### config.mk
export PLATFORM = sky130hd
export DESIGN_NAME = ahb_wrr_arbiter
export DESIGN_NICKNAME = d
export VERILOG_FILES = /design/src/rtl/ahb_wrr_arbiter.sv
export SDC_FILE = /design/constraint.sdc
export NUM_CORES = 1
export LEC_CHECK = 0
export ABC_AREA = 1
export BUFFER_PORTS_ARGS = -buffer_cell sky130_fd_sc_hd__buf_2
export CORE_MARGIN = 4
export CORE_UTILIZATION = 30
export DETAILED_ROUTE_END_ITERATION = 8
export SYNTH_ARGS = -nofsm -noshare
export SYNTH_HDL_FRONTEND = slang
export SYNTH_SLANG_ARGS = --single-unit
### constraint.sdc
create_clock -name CLK -period 8.6 [get_ports CLK]
set_input_delay 0.86 -clock CLK [delete_from_list [all_inputs] [get_ports CLK]]
set_output_delay 0.86 -clock CLK [all_outputs]
set_load 0.01 [all_outputs]
### src/rtl/ahb_wrr_arbiter.sv
// ahb_wrr_arbiter: weighted round-robin AHB arbiter with priority master, per-master quanta and lock support
module ahb_wrr_arbiter #(
  parameter int N_MASTERS = 5,
  parameter int WW = 8,
  parameter int MW = 4,
  parameter int PRIO_IDX = 4
) (
  input  logic                    CLK,
  input  logic                    RESET,
  input  logic [N_MASTERS-1:0]    HBUSREQ,
  input  logic [N_MASTERS-1:0]    HLOCK,
  input  logic                    HREADY,
  input  logic                    PRIO_EN,
  input  logic [N_MASTERS*WW-1:0] WEIGHTS,
  output logic [N_MASTERS-1:0]    HGRANT,
  output logic [MW-1:0]           HMASTER,
  output logic [MW-1:0]           HMASTER_D,
  output logic                    HMASTLOCK,
  output logic                    BUSY
);
  typedef enum logic {IDLE, OWN} state_t;
  state_t state, state_n;
  logic [MW-1:0] ptr, ptr_n, owner_n, rr_sel, sel;
  logic [WW-1:0] cnt, cnt_n, wq, wq_n, w_raw, w_eff;
  logic [N_MASTERS-1:0] own_oh, grant_n;
  logic rr_found, prio_req, found, at_max, prio_own, trig, pick, lock_n;
  int c;
  always_comb begin
    rr_found = 1'b0;
    rr_sel = '0;
    c = 0;
    for (int k = N_MASTERS; k >= 1; k--) begin
      c = (int'(ptr) + k) % N_MASTERS;
      if (|(HBUSREQ & (N_MASTERS'(1) << c)) && !(PRIO_EN && c == PRIO_IDX)) begin
        rr_found = 1'b1;
        rr_sel = MW'(c);
      end
    end
  end
  always_comb begin
    prio_req = PRIO_EN && HBUSREQ[PRIO_IDX];
    sel = prio_req ? MW'(PRIO_IDX) : rr_sel;
    found = prio_req || rr_found;
    w_raw = '0;
    for (int i = 0; i < N_MASTERS; i++)
      if (sel == MW'(i)) w_raw = WEIGHTS[i*WW +: WW];
    w_eff = (w_raw == '0) ? WW'(1) : w_raw;
  end
  // the priority master is exempt from quantum expiry while PRIO_EN is set
  always_comb begin
    own_oh = N_MASTERS'(1) << HMASTER;
    at_max = cnt == wq - WW'(1);
    prio_own = PRIO_EN && HMASTER == MW'(PRIO_IDX);
    trig = (at_max && !prio_own) || !(|(HBUSREQ & own_oh)) || (prio_req && !prio_own);
    pick = (state == IDLE) ? found : (HREADY && !(|(HLOCK & own_oh)) && trig);
    state_n = pick ? (found ? OWN : IDLE) : state;
    owner_n = (pick && found) ? sel : HMASTER;
    ptr_n = (pick && found && !prio_req) ? rr_sel : ptr;
    wq_n = (pick && found) ? w_eff : wq;
    cnt_n = (pick && found) ? '0 : (state == OWN && HREADY && !at_max) ? cnt + WW'(1) : cnt;
    grant_n = (state_n == OWN) ? N_MASTERS'(1) << owner_n : '0;
    lock_n = |(HLOCK & grant_n);
  end
  always_ff @(posedge CLK or posedge RESET) begin
    if (RESET) begin
      state <= IDLE;
      ptr <= MW'(N_MASTERS - 1);
      cnt <= '0;
      wq <= WW'(1);
      HGRANT <= '0;
      HMASTER <= '0;
      HMASTER_D <= '0;
      HMASTLOCK <= 1'b0;
      BUSY <= 1'b0;
    end else begin
      state <= state_n;
      ptr <= ptr_n;
      cnt <= cnt_n;
      wq <= wq_n;
      HGRANT <= grant_n;
      HMASTER <= owner_n;
      HMASTER_D <= HREADY ? HMASTER : HMASTER_D;
      HMASTLOCK <= lock_n;
      BUSY <= state_n == OWN;
    end
  end
  always_ff @(posedge CLK)
    if (!RESET) assert (!$isunknown(HBUSREQ)) else $error("HBUSREQ carries X/Z");
endmodule

==> results of run 1 <==
[final timing paths]
kind	startpoint	to	slack, ns
setup reg to reg	ptr[1]$_DFFE_PP0P_	wq[0]$_DFFE_PP1N_	2.53
hold reg to reg	HMASTER_D[2]$_DFFE_PP0P_	HMASTER_D[2]$_DFFE_PP0P_	0.50
min in group asynchronous	RESET	HGRANT[4]$_DFF_PP0_	0.67
max in group asynchronous	RESET	wq[0]$_DFFE_PP1N_	7.58
setup / recovery	ptr[1]$_DFFE_PP0P_	wq[0]$_DFFE_PP1N_	2.53
hold / removal	HMASTER_D[2]$_DFFE_PP0P_	HMASTER_D[2]$_DFFE_PP0P_	0.50
[state kept, by name, summed over array words and instances, names as in the netlist]
| signal | count |
|---|---|
| HMASTER_D | 4 |
| HMASTLOCK | 1 |
| cnt | 8 |
| HGRANT | 5 |
| ptr | 4 |
| state | 1 |
| wq | 8 |
| HMASTER | 4 |
[metrics by stage]
stage	hold slack [ns]	instance area [µm²]	instances	utilization	worst slack, ns
2_1_floorplan	0.4719	6275	1064	-	3.706
3_3_place_gp	0.4864	6883	1389	0.3369	2.618
5_1_grt	0.5417	7076	1397	0.3463	1.889
6_report	0.5000	7076	1397	0.3463	2.535
4_1_cts	0.5065	7076	1397	0.3463	2.559
3_5_place_dp	0.4931	6883	1389	0.3369	2.593
[layout make-up]
class / count / area, µm² / share of cell area
Clock inverter: 3 / 67.56 / 0.009549
Clock buffer: 5 / 125.1 / 0.01768
Inverter: 152 / 578.1 / 0.08170
Tap cell: 270 / 337.8 / 0.04775
Timing Repair Buffer: 70 / 355.3 / 0.05022
Sequential cell: 35 / 878.3 / 0.1241
Multi-Input combinational cell: 862 / 4733 / 0.6690
[logic make-up after synthesis]
kind of cell	after synthesis	synth area share
fa+ha+maj	45	0.08973
flops	35	0.1400
simple gates	679	0.5141
compound gates	102	0.09871
mux	1	0.001794
buf+inv	167	0.1057
xor+xnor	35	0.05005
[layout by cell type (no fill, tap or decap), types with 9 or more instances in the layout]
| cell type | Yosys | final |
|---|---|---|
| a21oi_1 | 26 | 26 |
| buf_2 | 2 | 68 |
| dfrtp_1 | 33 | 33 |
| ha_1 | 45 | 45 |
| inv_1 | 129 | 129 |
| inv_2 | 19 | 19 |
| nand2_1 | 316 | 316 |
| nand2_2 | 43 | 43 |
| nand3_1 | 112 | 112 |
| nand4_1 | 39 | 39 |
| nor2_1 | 100 | 100 |
| nor2_2 | 21 | 21 |
| nor3_1 | 13 | 13 |
| o21ai_0 | 32 | 32 |
| o21ai_1 | 14 | 14 |
| o21ai_2 | 9 | 9 |
| xor2_1 | 26 | 26 |
[per-layer routing]
layer	vias to the layer above	global-route usage	part of all wire
met5	-	0	0
met3	27	0.01676	0.049
met2	151	0.2544	0.47
li1	3541	-	-
met1	3087	0.1959	0.47
met4	0	0.03394	0.014
==> impl_metrics.py, run 1 <==
metrics = {
    "global_route": {
        "grt_pass1_vias": 6465,
        "grt.total_usage": 0.1468,
        "overflow": 0,
        "grt_start_max_net_pins": 36,
        "antenna_found_initial": 0,
        "grt_pass1_wl_um": 29780,
    },
    "clocking": {
        "clk_latency_ns": 0.28,
        "post_cts_buffers": 0,
        "postCtsHoldBufs": 0,
        "ctsResizeCount": 0,
        "clk_pin_slew_ns": 0.06,
        "cts_buffers": 5,
        "cts.sinks": 35,
        "cts_max_path_buffers": 2,
        "htree_levels": 2,
        "cts_tree": "done",
        "clock-root-buffer": "clkbuf_16",
    },
    "timing": {
        "skew_ns": 0.005138,
        "hold_violations": 0,
        "setup_tns_ns": 0,
        "fin_crit_sh": 0.7053,
        "fin_crit_ns": 6.065,
        "worst_pin_slew_ns": 0.6590,
        "maxSlewHeadroom": 0.5591,
        "rsz0062_at_grt": "false",
        "fmax_mhz": 164.9,
        "finalMaxSlewViolations": 0,
        "setup-violations-final": 0,
    },
    "route": {
        "drt_iter0_markers": 447,
        "drc_errors": 0,
        "vias": 6806,
        "wl_per_cell_um": 12.57,
        "routed_wl_um": 17560,
        "final_antenna_net_count": 0,
        "via_per_inst": 4.872,
        "drt-pass1-iter-count": 5,
    },
    "synth": {
        "seq_area_frac_synth": 0.1400,
        "synthDistinctLibCells": 53,
        "synth.most_common_cell": "nand2_1",
        "synth_cells": 1064,
        "syn-num-nets": 1163,
        "synth_warnings": 0,
        "synth-async-reset-ratio": 1.000,
        "synth_common_cells": "nand2_1, inv_1, nand3_1, nor2_1, ha_1",
        "yosysTopAreaCell": "nand2_1",
        "ys_seq_elements": 35,
        "netlist_area_um2": 6275,
        "synth_edf_count": 0,
        "yosys_most_used_dff": "dfrtp_1",
        "synth.area.top_cells": "nand2_1, dfrtp_1, ha_1",
        "yosysTopAreaCellShare": 0.1890,
        "avgSynthCellArea_um2": 5.897,
    },
    "worst_setup_path": {
        "crit_cells": 34,
        "cpPeakStageDelay_ns": 0.69,
        "crit_family": "simple AND/OR/NAND/NOR gates",
        "start_kind": "flop",
        "worstSetupPathType": "flop to flop",
        "required_ns": 8.80,
        "worstPathMaxFanout": 14,
        "worst-path-buf-inv": 6,
        "crit_top_cell": "nand2_1",
        "cp.arrival_ns": 6.26,
        "worstRegToRegCells": 34,
        "crit_slowest_cell": "dfrtp_1",
        "cp-end-kind": "flop",
    },
    "die": {
        "core_area_um2": 20430,
        "die_w_um": 152.6,
        "dieArea_um2": 23290,
        "die_h_um": 152.6,
        "ioPinCount": 69,
        "row_count": 52,
        "initial_core_util": 0.3071,
    },
    "final_layout": {
        "syn_to_final_growth_pct": 12.76,
        "n_antenna_cell": 0,
        "final_nets": 1225,
        "fillers": 2274,
        "drive_gt1_frac": 0.1890,
    },
    "place": {
        "place_congestion": 0.8613,
        "dp_hpwl_um": 14140,
        "io_buffers": 68,
    },
    "hold_path": {
        "hold-path-cell-count": 1,
        "hold_class": "flop to flop",
    },
    "run_status": {
        "status": "complete, no violations",
    },
    "run": {
        "max-cap-violations": 0,
    },
}
Power of run 1 is not shown: default switching activity piles up to over one toggle a cycle in this logic, so the estimate is an artifact.
==> inputs of run 2 (changes only) <==
- ABC_AREA: 1 -> 0
- clock period: 8.6 -> 5 ns (I/O delays scaled with it)
==> impl_metrics.py, run 2 <==
metrics = {
    "run_status": {
        "status": "finished, violations left",
        "violations": "negative setup slack",
    },
    "route": {
        "routed_wl_um": 26430,
        "drt-pass1-iter-count": 5,
        "via_per_inst": 5.604,
        "drt_iter0_markers": 597,
        "drc_errors": 0,
        "wl_per_cell_um": 17.26,
        "final_antenna_net_count": 0,
        "vias": 8579,
    },
    "global_route": {
        "grt.total_usage": 0.1926,
        "grt_pass1_vias": 8295,
        "overflow": 0,
        "antenna_found_initial": 0,
        "grt_start_max_net_pins": 36,
        "grt_pass1_wl_um": 41510,
    },
    "timing": {
        "fin_crit_sh": 1.202,
        "setup-violations-final": 30,
        "hold_ws_ns": 0.3173,
        "worst_pin_slew_ns": 0.5848,
        "fin_crit_ns": 6.008,
        "hold_violations": 0,
        "rsz0062_at_grt": "true",
        "maxSlewHeadroom": 0.6072,
        "fmax_mhz": 166.4,
        "setup_ws_ns": -1.008,
        "skew_ns": 0.005231,
        "finalMaxSlewViolations": 0,
    },
    "synth": {
        "synth.most_common_cell": "nor2_1",
        "synth_cells": 896,
        "synthDistinctLibCells": 107,
        "seq_area_frac_synth": 0.1281,
        "ys_seq_elements": 35,
        "netlist_area_um2": 6858,
        "yosysTopAreaCellShare": 0.1204,
        "synth_common_cells": "nor2_1, nand2_1, ha_1, inv_1, o21ai_0",
        "yosys_most_used_dff": "dfrtp_1",
        "syn-num-nets": 995,
        "synth.area.top_cells": "dfrtp_1, ha_1, nor2_1",
        "synth_warnings": 0,
        "avgSynthCellArea_um2": 7.654,
        "yosysTopAreaCell": "dfrtp_1",
        "synth-async-reset-ratio": 1.000,
        "synth_edf_count": 0,
    },
    "worst_setup_path": {
        "cp.arrival_ns": 6.21,
        "cp-end-kind": "flop",
        "worstSetupPathType": "flop to flop",
        "required_ns": 5.20,
        "start_kind": "flop",
        "worstPathMaxFanout": 6,
        "cpPeakStageDelay_ns": 0.62,
        "crit_slowest_cell": "dfstp_2",
    },
    "final_layout": {
        "syn_to_final_growth_pct": 61.07,
        "final_common_cell": "buf_4",
        "top_regs": "cnt: 8 flops, wq: 8 flops, HGRANT: 5 flops",
        "fillers": 2045,
        "mostFrequentLayoutCells": "buf_4, buf_2, nand2_1, nor2_1, inv_1",
        "fin_util": 0.4894,
        "n_antenna_cell": 0,
        "drive_gt1_frac": 0.4799,
        "final_area_um2": 11050,
        "final_nets": 1344,
    },
    "die": {
        "core_area_um2": 22570,
        "initial_core_util": 0.3038,
        "dieArea_um2": 25340,
        "die_w_um": 159.2,
        "row_count": 55,
        "ioPinCount": 69,
        "die_h_um": 159.2,
    },
    "clocking": {
        "clk_pin_slew_ns": 0.06,
        "cts_buffers": 5,
        "postCtsHoldBufs": 0,
        "clk_latency_ns": 0.28,
        "cts_max_path_buffers": 2,
        "cts.sinks": 35,
        "htree_levels": 2,
        "cts_tree": "done",
        "clock-root-buffer": "clkbuf_16",
    },
    "place": {
        "place_ws_ns": -1.145,
        "placed_area_um2": 9577,
        "place_congestion": 0.9023,
        "io_buffers": 68,
        "dp_hpwl_um": 19600,
    },
    "hold_path": {
        "hold_class": "input pin to asynchronous set/reset pin",
    },
    "run": {
        "max-cap-violations": 0,
    },
}
## run 2: per-layer routing
metal,global-route usage,wire (µm),vias up
li1,-,-,4103
met1,0.2610,11950,4137
met2,0.3300,12540,282
met3,0.01786,1242,57
met4,0.05049,702,0
met5,0,0,-
## run 2: metrics by stage
stage / TNS, ns / std cells
2_1_floorplan: -24.02 / 896
3_3_place_gp: -20.61 / 1471
3_5_place_dp: -23.55 / 1471
4_1_cts: -16.53 / 1514
5_1_grt: -24.84 / 1531
6_report: -17.98 / 1531
## run 2: logic make-up after synthesis
family                   Yosys count  synth area share
AO/OA/AOI/OAI                    303            0.3357
XOR/XNOR                          42           0.05474
adder cells (fa/ha/maj)           45           0.08210
buffers and inverters             99           0.06787
flip-flops                        35            0.1281
multiplexers                      39           0.06824
AND/OR/NAND/NOR                  333            0.2633
## run 2: worst paths after layout
kind                            depth (start not counted)                  endpoint                      from  slack, ns
worst max-delay path                                   26         wq[0]$_DFFE_PP1N_        ptr[2]$_DFFE_PP1P_      -1.01
worst min-delay path                                    3       HGRANT[2]$_DFF_PP0_                     RESET       0.32
worst max register to register                         26         wq[0]$_DFFE_PP1N_        ptr[2]$_DFFE_PP1P_      -1.01
worst min register to register                          1  HMASTER_D[0]$_DFFE_PP0P_  HMASTER_D[0]$_DFFE_PP0P_       0.50
max in group asynchronous                               3        ptr[0]$_DFFE_PP0P_                     RESET       4.32
min in group CLK                                        2       HMASTLOCK$_DFF_PP0_                  HLOCK[4]       0.45
## run 2: final cells by class
| class | count | area (µm²) | share of cell area |
|---|---|---|---|
| inverter | 49 | 203.9 | 0.01846 |
| sequential | 35 | 880.8 | 0.07975 |
| timing repair buffer | 392 | 2944 | 0.2665 |
| clock buffer | 6 | 138.9 | 0.01257 |
| clock inverter | 2 | 35.03 | 0.003172 |
| multi-input combinational | 762 | 6486 | 0.5872 |
| tap | 285 | 356.6 | 0.03228 |
## run 2: timing repair
item | 4_1_cts | 5_1_grt
pin swaps | 65 | 53
endpoints found under the setup margin | 31 | 31
gates cloned | 0 | 2
resized for setup | 99 | 105
buffers inserted | 39 | 21
## run 2: critical path: cells and delay by family, from the launching register on
kind | cells | cell delay [ns]
compound gates | 9 | 1.86
fa+ha+maj | 3 | 0.53
buf+inv | 2 | 0.23
flops | 1 | 0.62
simple gates | 11 | 2.47
xor+xnor | 1 | 0.20
Power of run 2 is left out for the same reason.
==> inputs of run 3 (changes only) <==
- CORE_UTILIZATION: 30 -> 60
- PLACE_DENSITY: default -> 0.81
- RECOVER_POWER: default -> 50
- clock period: 5 -> 6.2 ns (I/O delays scaled with it)
==> impl_metrics.py, run 3 (same netlist as run 2, synthesis figures left out) <==
metrics = {
    "route": {
        "via_per_inst": 6.965,
        "vias": 8226,
        "drc_errors": 0,
        "final_antenna_net_count": 0,
        "drt_iter0_markers": 1137,
        "routed_wl_um": 23920,
        "wl_per_cell_um": 20.25,
        "drt-pass1-iter-count": 6,
    },
    "timing": {
        "hold_violations": 0,
        "fin_crit_ns": 6.461,
        "skew_ns": 0.006492,
        "setup-violations-final": 1,
        "worst_pin_slew_ns": 1.908,
        "finalMaxSlewViolations": 36,
        "fin_crit_sh": 1.042,
        "maxSlewHeadroom": -0.2717,
        "rsz0062_at_grt": "true",
        "setup_tns_ns": -0.2607,
        "fmax_mhz": 154.8,
        "setup_ws_ns": -0.2607,
    },
    "hold_path": {
        "hold_path_end": "HMASTER_D[0]$_DFFE_PP0P_",
        "hold_class": "flop to flop",
        "hold-path-cell-count": 1,
        "min_from": "HMASTER_D[0]$_DFFE_PP0P_",
    },
    "final_layout": {
        "final_nets": 1139,
        "top_regs": "cnt: 8 flops, wq: 8 flops, HGRANT: 5 flops",
        "final_common_cell": "buf_4",
        "n_antenna_cell": 0,
        "fin_util": 0.7961,
        "drive_gt1_frac": 0.3103,
        "mostFrequentLayoutCells": "buf_4, nor2_1, nand2_1, buf_2, inv_1",
        "syn_to_final_growth_pct": 28.04,
    },
    "die": {
        "initial_core_util": 0.6217,
        "die_w_um": 114.9,
        "core_area_um2": 11030,
        "dieArea_um2": 13200,
        "die_h_um": 114.9,
        "ioPinCount": 69,
        "row_count": 38,
    },
    "worst_setup_path": {
        "r2r_start": "ptr[1]$_DFFE_PP0P_",
        "cp.arrival_ns": 6.62,
        "required_ns": 6.36,
        "rr_endpoint": "wq[0]$_DFFE_PP1N_",
        "crit_family": "compound AO/OA/AOI/OAI gates",
        "worstSetupPathType": "flop to flop",
        "timing.reg2reg.setup_slack_ns": -0.26,
        "crit_slowest_cell": "dfrtp_2",
        "worstPathMaxFanout": 7,
        "crit_top_cell": "ha_4",
        "cp-end-kind": "flop",
        "worst-path-buf-inv": 3,
        "cpPeakStageDelay_ns": 0.52,
        "start_kind": "flop",
        "worstRegToRegCells": 28,
    },
    "global_route": {
        "grt_pass1_vias": 7522,
        "grt_start_max_net_pins": 36,
        "grt_pass1_wl_um": 35510,
        "grt.total_usage": 0.3202,
        "antenna_found_initial": 0,
        "overflow": 0,
    },
    "place": {
        "dp_hpwl_um": 16660,
        "io_buffers": 68,
        "place_congestion": 1.000,
    },
    "clocking": {
        "clock-root-buffer": "clkbuf_16",
        "cts_tree": "done",
        "htree_levels": 2,
        "clk_pin_slew_ns": 0.06,
        "cts.sinks": 35,
        "clk_latency_ns": 0.28,
        "cts_max_path_buffers": 2,
        "cts_buffers": 5,
        "postCtsHoldBufs": 0,
    },
    "run": {
        "max-cap-violations": 1,
    },
    "run_status": {
        "status": "finished, violations left",
        "violations": "max-capacitance violations, max-slew violations, negative setup slack",
    },
}
run 3: area by class of cell:
cell class	instances	area [µm²]
repair buffers	185	1286
well taps	140	175.2
fillers	727	2250
inverters	49	193.9
multi-input cells	764	6056
flip-flops and latches	35	880.8
clock buffers	6	128.9
clock inverters	2	60.06
run 3: through the flow:
step | worst slack (ns) | hold WS, ns | instance area, µm² | std cells
after floorplan | -0.1322 | 0.5022 | 7038 | 896
after global placement | 0.05134 | 0.4884 | 7924 | 1141
after detailed placement | -0.08904 | 0.4908 | 7924 | 1141
after CTS | 0.01464 | 0.4658 | 8150 | 1150
after global routing | -0.4560 | 0.5322 | 8781 | 1181
final | -0.2607 | 0.5056 | 8781 | 1181
run 3: how the worst max path moves through the flow:
stage          slack (ns)                from           endpoint  depth (start not counted)
5_1_grt             -0.46  ptr[1]$_DFFE_PP0P_  wq[0]$_DFFE_PP1N_                         28
6_report            -0.26  ptr[1]$_DFFE_PP0P_  wq[0]$_DFFE_PP1N_                         28
3_3_place_gp         0.05  ptr[1]$_DFFE_PP0P_  wq[0]$_DFFE_PP1N_                         25
4_1_cts              0.01  ptr[2]$_DFFE_PP1P_  wq[0]$_DFFE_PP1N_                         27
3_5_place_dp        -0.09  ptr[2]$_DFFE_PP1P_  wq[6]$_DFFE_PP0N_                         28
2_1_floorplan       -0.13  ptr[2]$_DFFE_PP1P_  wq[0]$_DFFE_PP1N_                         30
run 3: repair_timing:
action / 4_1_cts / 5_1_grt
endpoints found under the setup margin: 3 / 13
pin swaps: 0 / 44
setup buffers: 1 / 27
gates cloned: 0 / 4
gates resized for setup: 6 / 70
run 3: metal layers:
| layer | global-route usage | wire, µm | vias to the layer above |
|---|---|---|---|
| met2 | 0.5463 | 11410 | 515 |
| li1 | - | - | 3712 |
| met3 | 0.03895 | 2210 | 119 |
| met5 | 0 | 0 | - |
| met4 | 0.1127 | 945 | 0 |
| met1 | 0.4173 | 9349 | 3880 |
Power of run 3 is left out for the same reason.
